### src/rtl/debounce_n_pkg.sv
`default_nettype none
// ============================================================================
// Module      : debounce_n_pkg
// Description : Sizing helpers shared by the debouncer top and its per-bit
//               slice.
// Revision    : 1.0 - initial release
// ============================================================================
package debounce_n_pkg;

    // Per-bit counter wide enough to hold 0..STABLE_COUNT.
    function automatic int cnt_width(input int stable_count);
        return $clog2(stable_count + 1);
    endfunction

    // Prescaler width, never narrower than one bit.
    function automatic int pre_width(input int prescale);
        return (prescale > 1) ? $clog2(prescale) : 1;
    endfunction

endpackage
`default_nettype wire

### src/rtl/debounce_bit.sv
`default_nettype none
// ============================================================================
// Module      : debounce_bit
// Description : One debounced bit: stability counter, accepted level and
//               registered rise/fall pulses.
// Revision    : 1.0 - initial release
// ============================================================================
module debounce_bit
    import debounce_n_pkg::*;
#(
    parameter int STABLE_COUNT = 4
) (
    input  logic i_clk,
    input  logic i_rst,
    input  logic i_sample,
    input  logic i_d,
    output logic o_level,
    output logic o_rise,
    output logic o_fall,
    output logic o_accept
);

    localparam int                 c_cnt_w    = cnt_width(STABLE_COUNT);
    localparam logic [c_cnt_w-1:0] c_cnt_last = c_cnt_w'(STABLE_COUNT - 1);

    logic [c_cnt_w-1:0] r_cnt;
    logic               r_level;
    logic               r_rise;
    logic               r_fall;
    logic               w_mismatch;
    logic               w_accept;

    assign w_mismatch = (i_d != r_level);
    // Acceptance strobe lets the top register o_change alongside the pulses.
    assign w_accept   = i_sample & w_mismatch & (r_cnt == c_cnt_last);

    always_ff @(posedge i_clk) begin
        if (i_rst) begin
            r_cnt   <= '0;
            r_level <= 1'b0;
            r_rise  <= 1'b0;
            r_fall  <= 1'b0;
        end else begin
            r_rise <= 1'b0;
            r_fall <= 1'b0;
            if (i_sample) begin
                if (!w_mismatch) begin
                    r_cnt <= '0;
                end else if (w_accept) begin
                    r_level <= i_d;
                    r_cnt   <= '0;
                    r_rise  <= i_d;
                    r_fall  <= ~i_d;
                end else begin
                    r_cnt <= r_cnt + c_cnt_w'(1);
                end
            end
        end
    end

    assign o_level  = r_level;
    assign o_rise   = r_rise;
    assign o_fall   = r_fall;
    assign o_accept = w_accept;

endmodule
`default_nettype wire

### src/rtl/debounce_n.sv
`default_nettype none
// ============================================================================
// Module      : debounce_n
// Description : Multi-bit debouncer and edge detector with a shared sample
//               prescaler, fed from an already-synchronized bus.
// Revision    : 1.0 - initial release
// ============================================================================
module debounce_n
    import debounce_n_pkg::*;
#(
    parameter int WIDTH        = 4,
    parameter int STABLE_COUNT = 4,
    parameter int PRESCALE     = 1
) (
    input  logic             i_clk,
    input  logic             i_rst,
    input  logic             i_en,
    input  logic [WIDTH-1:0] i_d,
    output logic [WIDTH-1:0] o_level,
    output logic [WIDTH-1:0] o_rise,
    output logic [WIDTH-1:0] o_fall,
    output logic             o_change
);

    localparam int                 c_pre_w    = pre_width(PRESCALE);
    localparam logic [c_pre_w-1:0] c_pre_last = c_pre_w'(PRESCALE - 1);

    logic [c_pre_w-1:0] r_pre;
    logic               r_change;
    logic               w_tick;
    logic               w_sample;
    logic [WIDTH-1:0]   w_level;
    logic [WIDTH-1:0]   w_rise;
    logic [WIDTH-1:0]   w_fall;
    logic [WIDTH-1:0]   w_accept;

    assign w_tick   = (r_pre == c_pre_last);
    assign w_sample = i_en & w_tick;

    always_ff @(posedge i_clk) begin
        if (i_rst) begin
            r_pre <= '0;
        end else if (i_en) begin
            r_pre <= w_tick ? '0 : r_pre + c_pre_w'(1);
        end
    end

    generate
        for (genvar g = 0; g < WIDTH; g++) begin : g_bit
            debounce_bit #(
                .STABLE_COUNT (STABLE_COUNT)
            ) u_bit (
                .i_clk    (i_clk),
                .i_rst    (i_rst),
                .i_sample (w_sample),
                .i_d      (i_d[g]),
                .o_level  (w_level[g]),
                .o_rise   (w_rise[g]),
                .o_fall   (w_fall[g]),
                .o_accept (w_accept[g])
            );
        end
    endgenerate

    always_ff @(posedge i_clk) begin
        if (i_rst) begin
            r_change <= 1'b0;
        end else begin
            r_change <= |w_accept;
        end
    end

    assign o_level  = w_level;
    assign o_rise   = w_rise;
    assign o_fall   = w_fall;
    assign o_change = r_change;

endmodule
`default_nettype wire

### config.mk
export PLATFORM = sky130hd
export DESIGN_NAME = debounce_n
export DESIGN_NICKNAME = d
export VERILOG_FILES = /design/src/rtl/debounce_n_pkg.sv /design/src/rtl/debounce_bit.sv /design/src/rtl/debounce_n.sv
export SDC_FILE = /design/constraint.sdc
export NUM_CORES = 1
export LEC_CHECK = 0
export CAP_MARGIN = 10
export CORE_ASPECT_RATIO = 1.75
export CORE_MARGIN = 2
export CORE_UTILIZATION = 51
export CTS_CLUSTER_SIZE = 10
export DETAILED_ROUTE_END_ITERATION = 16
export PLACE_DENSITY = 0.85
export SYNTH_ARGS = -nofsm -noshare
export SYNTH_HDL_FRONTEND = slang
export SYNTH_SLANG_ARGS = --single-unit
### constraint.sdc
create_clock -name i_clk -period 1.4 [get_ports i_clk]
set_clock_uncertainty 0.2 [all_clocks]
set_input_delay 0.21 -clock i_clk [delete_from_list [all_inputs] [get_ports i_clk]]
set_output_delay 0.21 -clock i_clk [all_outputs]
set_load 0.02 [all_outputs]
==> results of run 1 <==
[worst paths after layout]
| check | endpoint | slack, ps | cells after the start |
|---|---|---|---|
| worst max register to register | o_change | 50 | 4 |
| worst min-delay path | g_bit[2].u_bit.r_cnt[2] | 110 | 2 |
| worst max-delay path | o_change | 50 | 4 |
| worst min register to register | g_bit[3].u_bit.r_cnt[2] | 270 | 2 |
[synthesized netlist by cell type]
library cell,instances
sky130_fd_sc_hd__a41oi_2,1
sky130_fd_sc_hd__a21oi_1,12
sky130_fd_sc_hd__clkbuf_1,2
sky130_fd_sc_hd__nand4b_1,4
sky130_fd_sc_hd__nor3b_2,4
sky130_fd_sc_hd__nand2b_1,23
sky130_fd_sc_hd__mux2i_1,4
sky130_fd_sc_hd__ha_1,4
sky130_fd_sc_hd__nand4_1,1
sky130_fd_sc_hd__nor3_1,4
sky130_fd_sc_hd__nand2b_2,1
sky130_fd_sc_hd__buf_2,2
sky130_fd_sc_hd__buf_4,12
sky130_fd_sc_hd__nand3_1,3
sky130_fd_sc_hd__nand3b_1,4
sky130_fd_sc_hd__dfxtp_1,25
sky130_fd_sc_hd__nor2_1,4
sky130_fd_sc_hd__xor2_2,4
[worst max-delay path, stage by stage (launching register included)]
cell and delay, ps:
sky130_fd_sc_hd__dfxtp_2 370, sky130_fd_sc_hd__ha_1 180, sky130_fd_sc_hd__nand3b_1 110, sky130_fd_sc_hd__nand2b_2 230
sky130_fd_sc_hd__a41oi_2 200
[cell families (layout without fill, tap and decap cells)]
kind of cell / after synthesis / count (layout)
xor+xnor: 4 / 4
fa+ha+maj: 4 / 4
buf+inv: 16 / 40
mux: 4 / 4
flops: 25 / 25
compound gates: 13 / 13
simple gates: 48 / 48
[sequential cells by signal, summed over array words and instances (netlist names)]
register and count:
g_bit.u_bit.o_fall 4, g_bit.u_bit.o_level 4, g_bit.u_bit.o_rise 4, g_bit.u_bit.r_cnt 12
o_change 1
[power groups by stage]
| stage | sequential, mW | combinational, mW | clock (mW) |
|---|---|---|---|
| 6_report | 0.727 | 0.118 | 0.321 |
| 5_1_grt | 0.729 | 0.130 | 0.355 |
| 4_1_cts | 0.728 | 0.112 | 0.337 |
| 3_5_place_dp | 0.743 | 0.112 | 0 |
| 3_3_place_gp | 0.742 | 0.107 | 0 |
| 2_1_floorplan | 0.741 | 0.0528 | 0 |
[per-layer routing]
| layer | GRT usage [%] | vias to the layer above | wire length [microns] |
|---|---|---|---|
| li1 | - | 422 | - |
| met1 | 22.41 | 388 | 790 |
| met2 | 33.67 | 22 | 1146 |
| met3 | 1.974 | 5 | 76 |
| met4 | 11.64 | 0 | 59 |
| met5 | 0 | - | 0 |
[per-stage QoR]
| step | worst slack (ps) | instance area [sq um] |
|---|---|---|
| after floorplan | 150.9 | 1164 |
| after global placement | -227.4 | 1409 |
| after detailed placement | -281.8 | 1409 |
| after CTS | 2.870 | 1434 |
| after global routing | -16.49 | 1441 |
| final | 45.34 | 1441 |
[final cells by class]
cell class	instances	area [sq um]	share of cell area, %
timing repair buffer	36	289.0	20.05
tap	24	30.03	2.083
sequential	25	510.5	35.42
multi-input combinational	73	585.6	40.63
clock buffer	4	26.28	1.823
[timing repair]
item | 4_1_cts | 5_1_grt
setup buffers | 0 | 1
setup endpoints to repair | 13 | 24
pin swaps | 0 | 0
gates resized for setup | 25 | 27
gates cloned | 0 | 0
==> summary.md, run 1 <==
In this run the worst path has a maximum fanout of 3. The I/O pin total was 20; the maximum clock frequency was 738.2 MHz. Yosys mapped the design onto 18 distinct sky130hd cell types. At the end of routability-driven placement, the weighted congestion stood at 0.6592. The first routing iteration left 18 violations. The smallest clock period supported by the final layout is computed as 1355 ps. Of the total power, the share spent switching nets is 23.24%. The leakage power figure was 0.6052 nW. Summing over every cut layer, the via total after detailed routing is 837.

Tracing the worst setup path back leads to its startpoint at g_bit[0].u_bit.r_cnt[0]. The logs give 0 for the number of DRC violations after detailed routing and 0.8946 mW for the internal power component. Summed over all nets, the switching power comes to 0.2709 mW.

The worst setup path is launched from a flop. The first global-routing pass estimated 3670 microns of wire. Across the run, the number of max-cap violations was 0.

After detailed routing, the total wire length is 2072 microns. The total congestion overflow is 0, and the share of the synthesized area in the top cell type is 43.01%. The die covers 2694 sq um. The area of the mapped netlist is 1164 sq um, and the number of buffers inserted for hold repair after clock tree synthesis is 0. Once placement completed, the tool counted placed cells totaling 157. At the worst endpoint, the arrival time is 1410 ps. Yosys printed 0 warnings. The first detailed-routing pass ran for 4 iterations. A synthesized cell averages 10.21 sq um.

After synthesis, the largest family of logic cells by area is simple AND/OR/NAND/NOR gates. The logs give 2 for the buffer levels on the longest clock path and 162 for the post-route non-filler standard cell count. Dividing the final minimum period by the clock period gives 96.76%. After clock tree synthesis, the clock-pin slew on the worst setup and hold paths is 130 ps.

The initial core utilization is 54.90%. For the maximum number of pins on one net before global-route repair, the log shows 26. The total number of H-tree levels is 1.

For the share of the yosys chip area belonging to registers, the log shows 43.01%. Setup repair after global routing could not meet its margin everywhere. The arithmetic-cell share of the synthesized area counting full adders, half adders and majority gates is 4.301%.

The number of failing hold endpoints at the final stage was 0; the per-cell routed wire length was 12.79 microns. Combinational logic burns 10.1% of the power. In the global route stage, overall resource usage came out at 19.81%.

TritonCTS built the clock tree. After Yosys synthesis, XOR and XNOR cells account for 5.591% of the synthesized area. Port buffering added 19 buffers. Synthesis handed over a netlist of 114 instances. The post-synthesis compound-gate area fraction was 6.559%; the growth of design area from synthesis to finish was 23.87%. The horizontal extent of the die came out at 40.11 microns. In the layout the commonest cells are 20 x sky130_fd_sc_hd__nand2b_1, 19 x sky130_fd_sc_hd__dfxtp_1, 16 x sky130_fd_sc_hd__buf_4, 11 x sky130_fd_sc_hd__a21oi_1, 8 x sky130_fd_sc_hd__clkbuf_2. The startpoint-to-endpoint class of the critical path was flop to flop. The clock network burns 27.6% of the power. Clock tree synthesis inserted a total of 3 buffers. The worst-margin pin slew was 312.5 ps. Overall power consumption: 1.165 mW. The fraction of layout cells with a size suffix above 1 came out at 38.41%.

The clock latency on the worst-skew pair came out at 320 ps. In the post-synthesis netlist, the biggest area contributors are sky130_fd_sc_hd__dfxtp_1 43%, sky130_fd_sc_hd__nand2b_1 12%, sky130_fd_sc_hd__buf_4 7.7%. The net count of the finished layout is 150. The initial antenna violation count was 0; the total core area was 2120 sq um.

The clock sink count is 25. The worst setup path is captured at a flop. Headroom to the max-slew limit came out at 79.13%. Data on the critical path is required at its endpoint by 1460 ps. For this design the ratio of total power to cell area is 808.6 nW/um^2. Dividing the detail-routed via count by the number of cells gives 5.167.

Clock tree synthesis selected as its root buffer the cell sky130_fd_sc_hd__clkbuf_4. The most frequent standard cell in the layout excluding fill and tap cells was sky130_fd_sc_hd__nand2b_1. The via count of the first global-routing pass was 865; the diode insertion count for antenna repair was 0. The run finished with clean final reports. Setup violations remaining at the end of the flow were counted as 0. Of the total synthesized cell area, the portion taken by AND, OR, NAND and NOR gates is 27.85%. The tools report the startpoint of the most critical register-to-register path as g_bit[0].u_bit.r_cnt[0]. Cells fill 68.00% of the core in the end. The synthesized design contains 25 register bits. The worst hold margin is 108.4 ps, and the sequential cell fraction of total power is 62.4%. In this run the remaining antenna-violating nets after routing total 0. Adding up every negative setup slack in the final design gives 0 ps. Row generation in the floorplan step produced 22 rows.

In this run the most critical hold path is launched from i_en. Cell type with the largest total area after synthesis: sky130_fd_sc_hd__dfxtp_1. Once detailed placement completed, the half-perimeter wirelength came to 1567 microns. The portion of synthesized area spent on multiplexers is 3.441%. The tools report the number of pins exceeding their max-slew limit in the final report as 0. The tightest min-delay check is of the input pin to flop type.

Synthesis produced a netlist with a net count of 125. The largest voltage drop on the vdd net is 0.5489 mV. The number of fill cells is 159, and the vertical extent of the die is 67.19 microns.
No activity file was read; power rests on OpenSTA's default activity.
==> run 2: changes to the inputs <==
Settings changed: CORE_MARGIN 2 to default.
Clock period 1.4 ns to 1.3 ns, I/O delays scaled along.
==> summary.md, run 2 (synthesis gave the netlist of run 1 again) <==
The count of input and output buffers is 19 (unchanged), and the leakage power figure is 0.6617 nW (was 0.6052 nW). The most numerous cell type found on the critical path is sky130_fd_sc_hd__buf_6. For the worst-case setup margin in the final layout, the log shows -34.58 ps (was 45.34 ps).

The final critical-path required period came out at 1335 ps (was 1355 ps). The final RePlAce weighted congestion was 0.6907 (was 0.6592); the final number of setup-violating endpoints was 3 (was 0). The fraction of layout cells with a size suffix above 1 works out to 48.59% (was 38.41%). The I/O pin total came out at 20 (unchanged). The most frequent standard cell in the layout excluding fill and tap cells was sky130_fd_sc_hd__nand2b_1 (unchanged). For the diode insertion count for antenna repair, the log shows 0 (unchanged). Root cell of the clock tree: sky130_fd_sc_hd__clkbuf_4 (unchanged). The startpoint-to-endpoint class of the critical path is flop to flop (unchanged). The max-slew headroom at the worst pin was 85.13% (was 79.13%). The path type of the worst min-delay path was flop to flop (was input pin to flop).

The tools report the maximum clock frequency as 749.3 MHz (was 738.2 MHz). For the count of nets left with antenna violations after detail routing, the log shows 0 (unchanged). The run gives 0 (unchanged) as the number of buffers inserted for hold repair after clock tree synthesis. The maximum number of pins on one net before global-route repair was 26 (unchanged); the peak per-stage delay on the critical path was 350 ps (was 370 ps). Highest-count cells in the layout ignoring fill and taps: 20 x sky130_fd_sc_hd__nand2b_1, 18 x sky130_fd_sc_hd__buf_4, 14 x sky130_fd_sc_hd__dfxtp_1, 12 x sky130_fd_sc_hd__buf_2, 10 x sky130_fd_sc_hd__a21oi_1 (was 20 x sky130_fd_sc_hd__nand2b_1, 19 x sky130_fd_sc_hd__dfxtp_1, 16 x sky130_fd_sc_hd__buf_4, 11 x sky130_fd_sc_hd__a21oi_1, 8 x sky130_fd_sc_hd__clkbuf_2).

The clock buffer count from CTS came out at 3 (unchanged). The vertical extent of the die came out at 65.19 microns (was 67.19 microns). The run gives 2120 sq um (unchanged) as the total core area.

The final core area utilization was 74.03% (was 68.00%); the initial antenna violation count was 0 (unchanged). The tools report the total number of H-tree levels as 1 (unchanged). The run gives 1400 ps (was 1410 ps) as the critical path data arrival time. The tools report the largest voltage drop on the vdd net as 0.6430 mV (was 0.5489 mV). The floorplan row count is 22 (unchanged). The run gives 0 (unchanged) as the number of failing hold endpoints at the final stage.

Capturing element type of the critical path: a flop (unchanged). The run finished, with violations left. For the number of pins exceeding their max-slew limit in the final report, the log shows 0 (unchanged). Maximum fanout along the worst path: 3 (unchanged).

The number of vias per cell is 5.349 (was 5.167), and the starting DRC count in detailed routing is 17 (was 18). Setup repair after global routing could not meet its margin everywhere. The number of nets at the end of the flow was 154 (was 150); the global-route wire length before repair was 3636 microns (was 3670 microns). Worst-path cell chain: buf_6 -> xor2_4 -> buf_6 -> nand4b_1 -> a21oi_2 (was ha_1 -> nand3b_1 -> nand2b_2 -> a41oi_2). The power density over the cells came out at 824.6 nW/um^2 (was 808.6 nW/um^2).

Launching element type of the critical path: a flop (unchanged). The buffer levels on the longest clock path is 2 (unchanged). The register ranked first by flip-flop count is g_bit.u_bit.r_cnt (unchanged). The worst-margin pin slew is 222.3 ps (was 312.5 ps), and the horizontal extent of the die is 38.11 microns (was 40.11 microns).

The count of vias placed by the detailed router is 888 (was 837). The clock-pin slew reported for the worst setup and hold paths after clock tree synthesis is 140 ps (was 130 ps), and the overall power consumption is 1.294 mW (was 1.165 mW). Setup TNS after final layout: -51.97 ps (was 0 ps). The tools report the first-pass iteration count of the detailed router as 2 (was 4).

The final reports fail on setup timing. The final wirelength is 2615 microns (was 2072 microns), and the clock latency on the worst-skew pair is 320 ps (about the same). The growth of design area from synthesis to finish is 34.84% (was 23.87%). Global router's overall resource usage: 20.56% (was 19.81%). The clock sink count came out at 25 (unchanged).

The run gives 54.90% (unchanged) as the initial core utilization. For the max-capacitance violation count, the log shows 0 (unchanged). TritonCTS built the clock tree. The tools report the data required time at the worst endpoint as 1360 ps (was 1460 ps). The share of the clock period used by the worst path after layout works out to 102.7% (was 96.76%).

The worst hold margin came out at 275.4 ps (was 108.4 ps). The flip-flop count of the largest register, all copies and words added is 12 (unchanged). The number of DRC violations after detailed routing is 0 (unchanged).

The via count of the first global-routing pass was 868 (was 865). The total congestion overflow was 0 (unchanged); the estimated wirelength of the detail-placed design was 1473 microns (was 1567 microns). The slowest cell on the critical path is sky130_fd_sc_hd__dfxtp_2 (unchanged). The per-cell routed wire length was 15.75 microns (was 12.79 microns); the number of fill cells was 154 (was 159). The die footprint was 2484 sq um (was 2694 sq um).
-- run 2: power breakdown --
part	internal [mW]	switching, mW
combinational	0.0823	0.0712
sequential	0.776	0.0108
clock	0.120	0.234
total	0.978	0.316
-- run 2: final timing paths --
check,start,to,slack (ps),depth (start not counted)
setup reg to reg,g_bit[3].u_bit.o_level,g_bit[3].u_bit.r_cnt[0],-30,5
hold reg to reg,g_bit[0].u_bit.r_cnt[2],g_bit[0].u_bit.r_cnt[2],280,2
hold / removal,g_bit[0].u_bit.r_cnt[2],g_bit[0].u_bit.r_cnt[2],280,2
setup / recovery,g_bit[3].u_bit.o_level,g_bit[3].u_bit.r_cnt[0],-30,5
-- run 2: final cells by class --
class | instances | area (sq um) | share of cell area (%)
multi-input cells | 73 | 684.4 | 43.62
well taps | 24 | 30.03 | 1.914
flip-flops and latches | 25 | 519.2 | 33.09
repair buffers | 40 | 309.0 | 19.70
clock buffers | 4 | 26.28 | 1.675
-- run 2: worst max-delay path, delay by kind of cell, from the launching register on --
| kind | cells | cell delay [ps] |
|---|---|---|
| compound gates | 1 | 150 |
| xor+xnor | 1 | 210 |
| buf+inv | 2 | 250 |
| flops | 1 | 350 |
| simple gates | 1 | 110 |
-- run 2: layer usage --
layer	GRT usage, %	share of wire, %
met5	0	0
met4	10.27	2.4
met3	5.068	2.4
met1	21.96	38
met2	35.38	57
-- run 2: repair_timing --
item | in CTS | in global routing
endpoints found under the setup margin | 20 | 24
pin swaps | 1 | 10
gates resized for setup | 59 | 31
setup buffers | 0 | 4
-- run 2: stage by stage --
stage | std cells | cell area [sq um] | worst slack, ps
2_1_floorplan | 114 | 1164 | 50.89
3_3_place_gp | 158 | 1416 | -260.9
3_5_place_dp | 158 | 1416 | -300.7
4_1_cts | 162 | 1411 | -31.34
5_1_grt | 166 | 1569 | -78.11
6_report | 166 | 1569 | -34.58
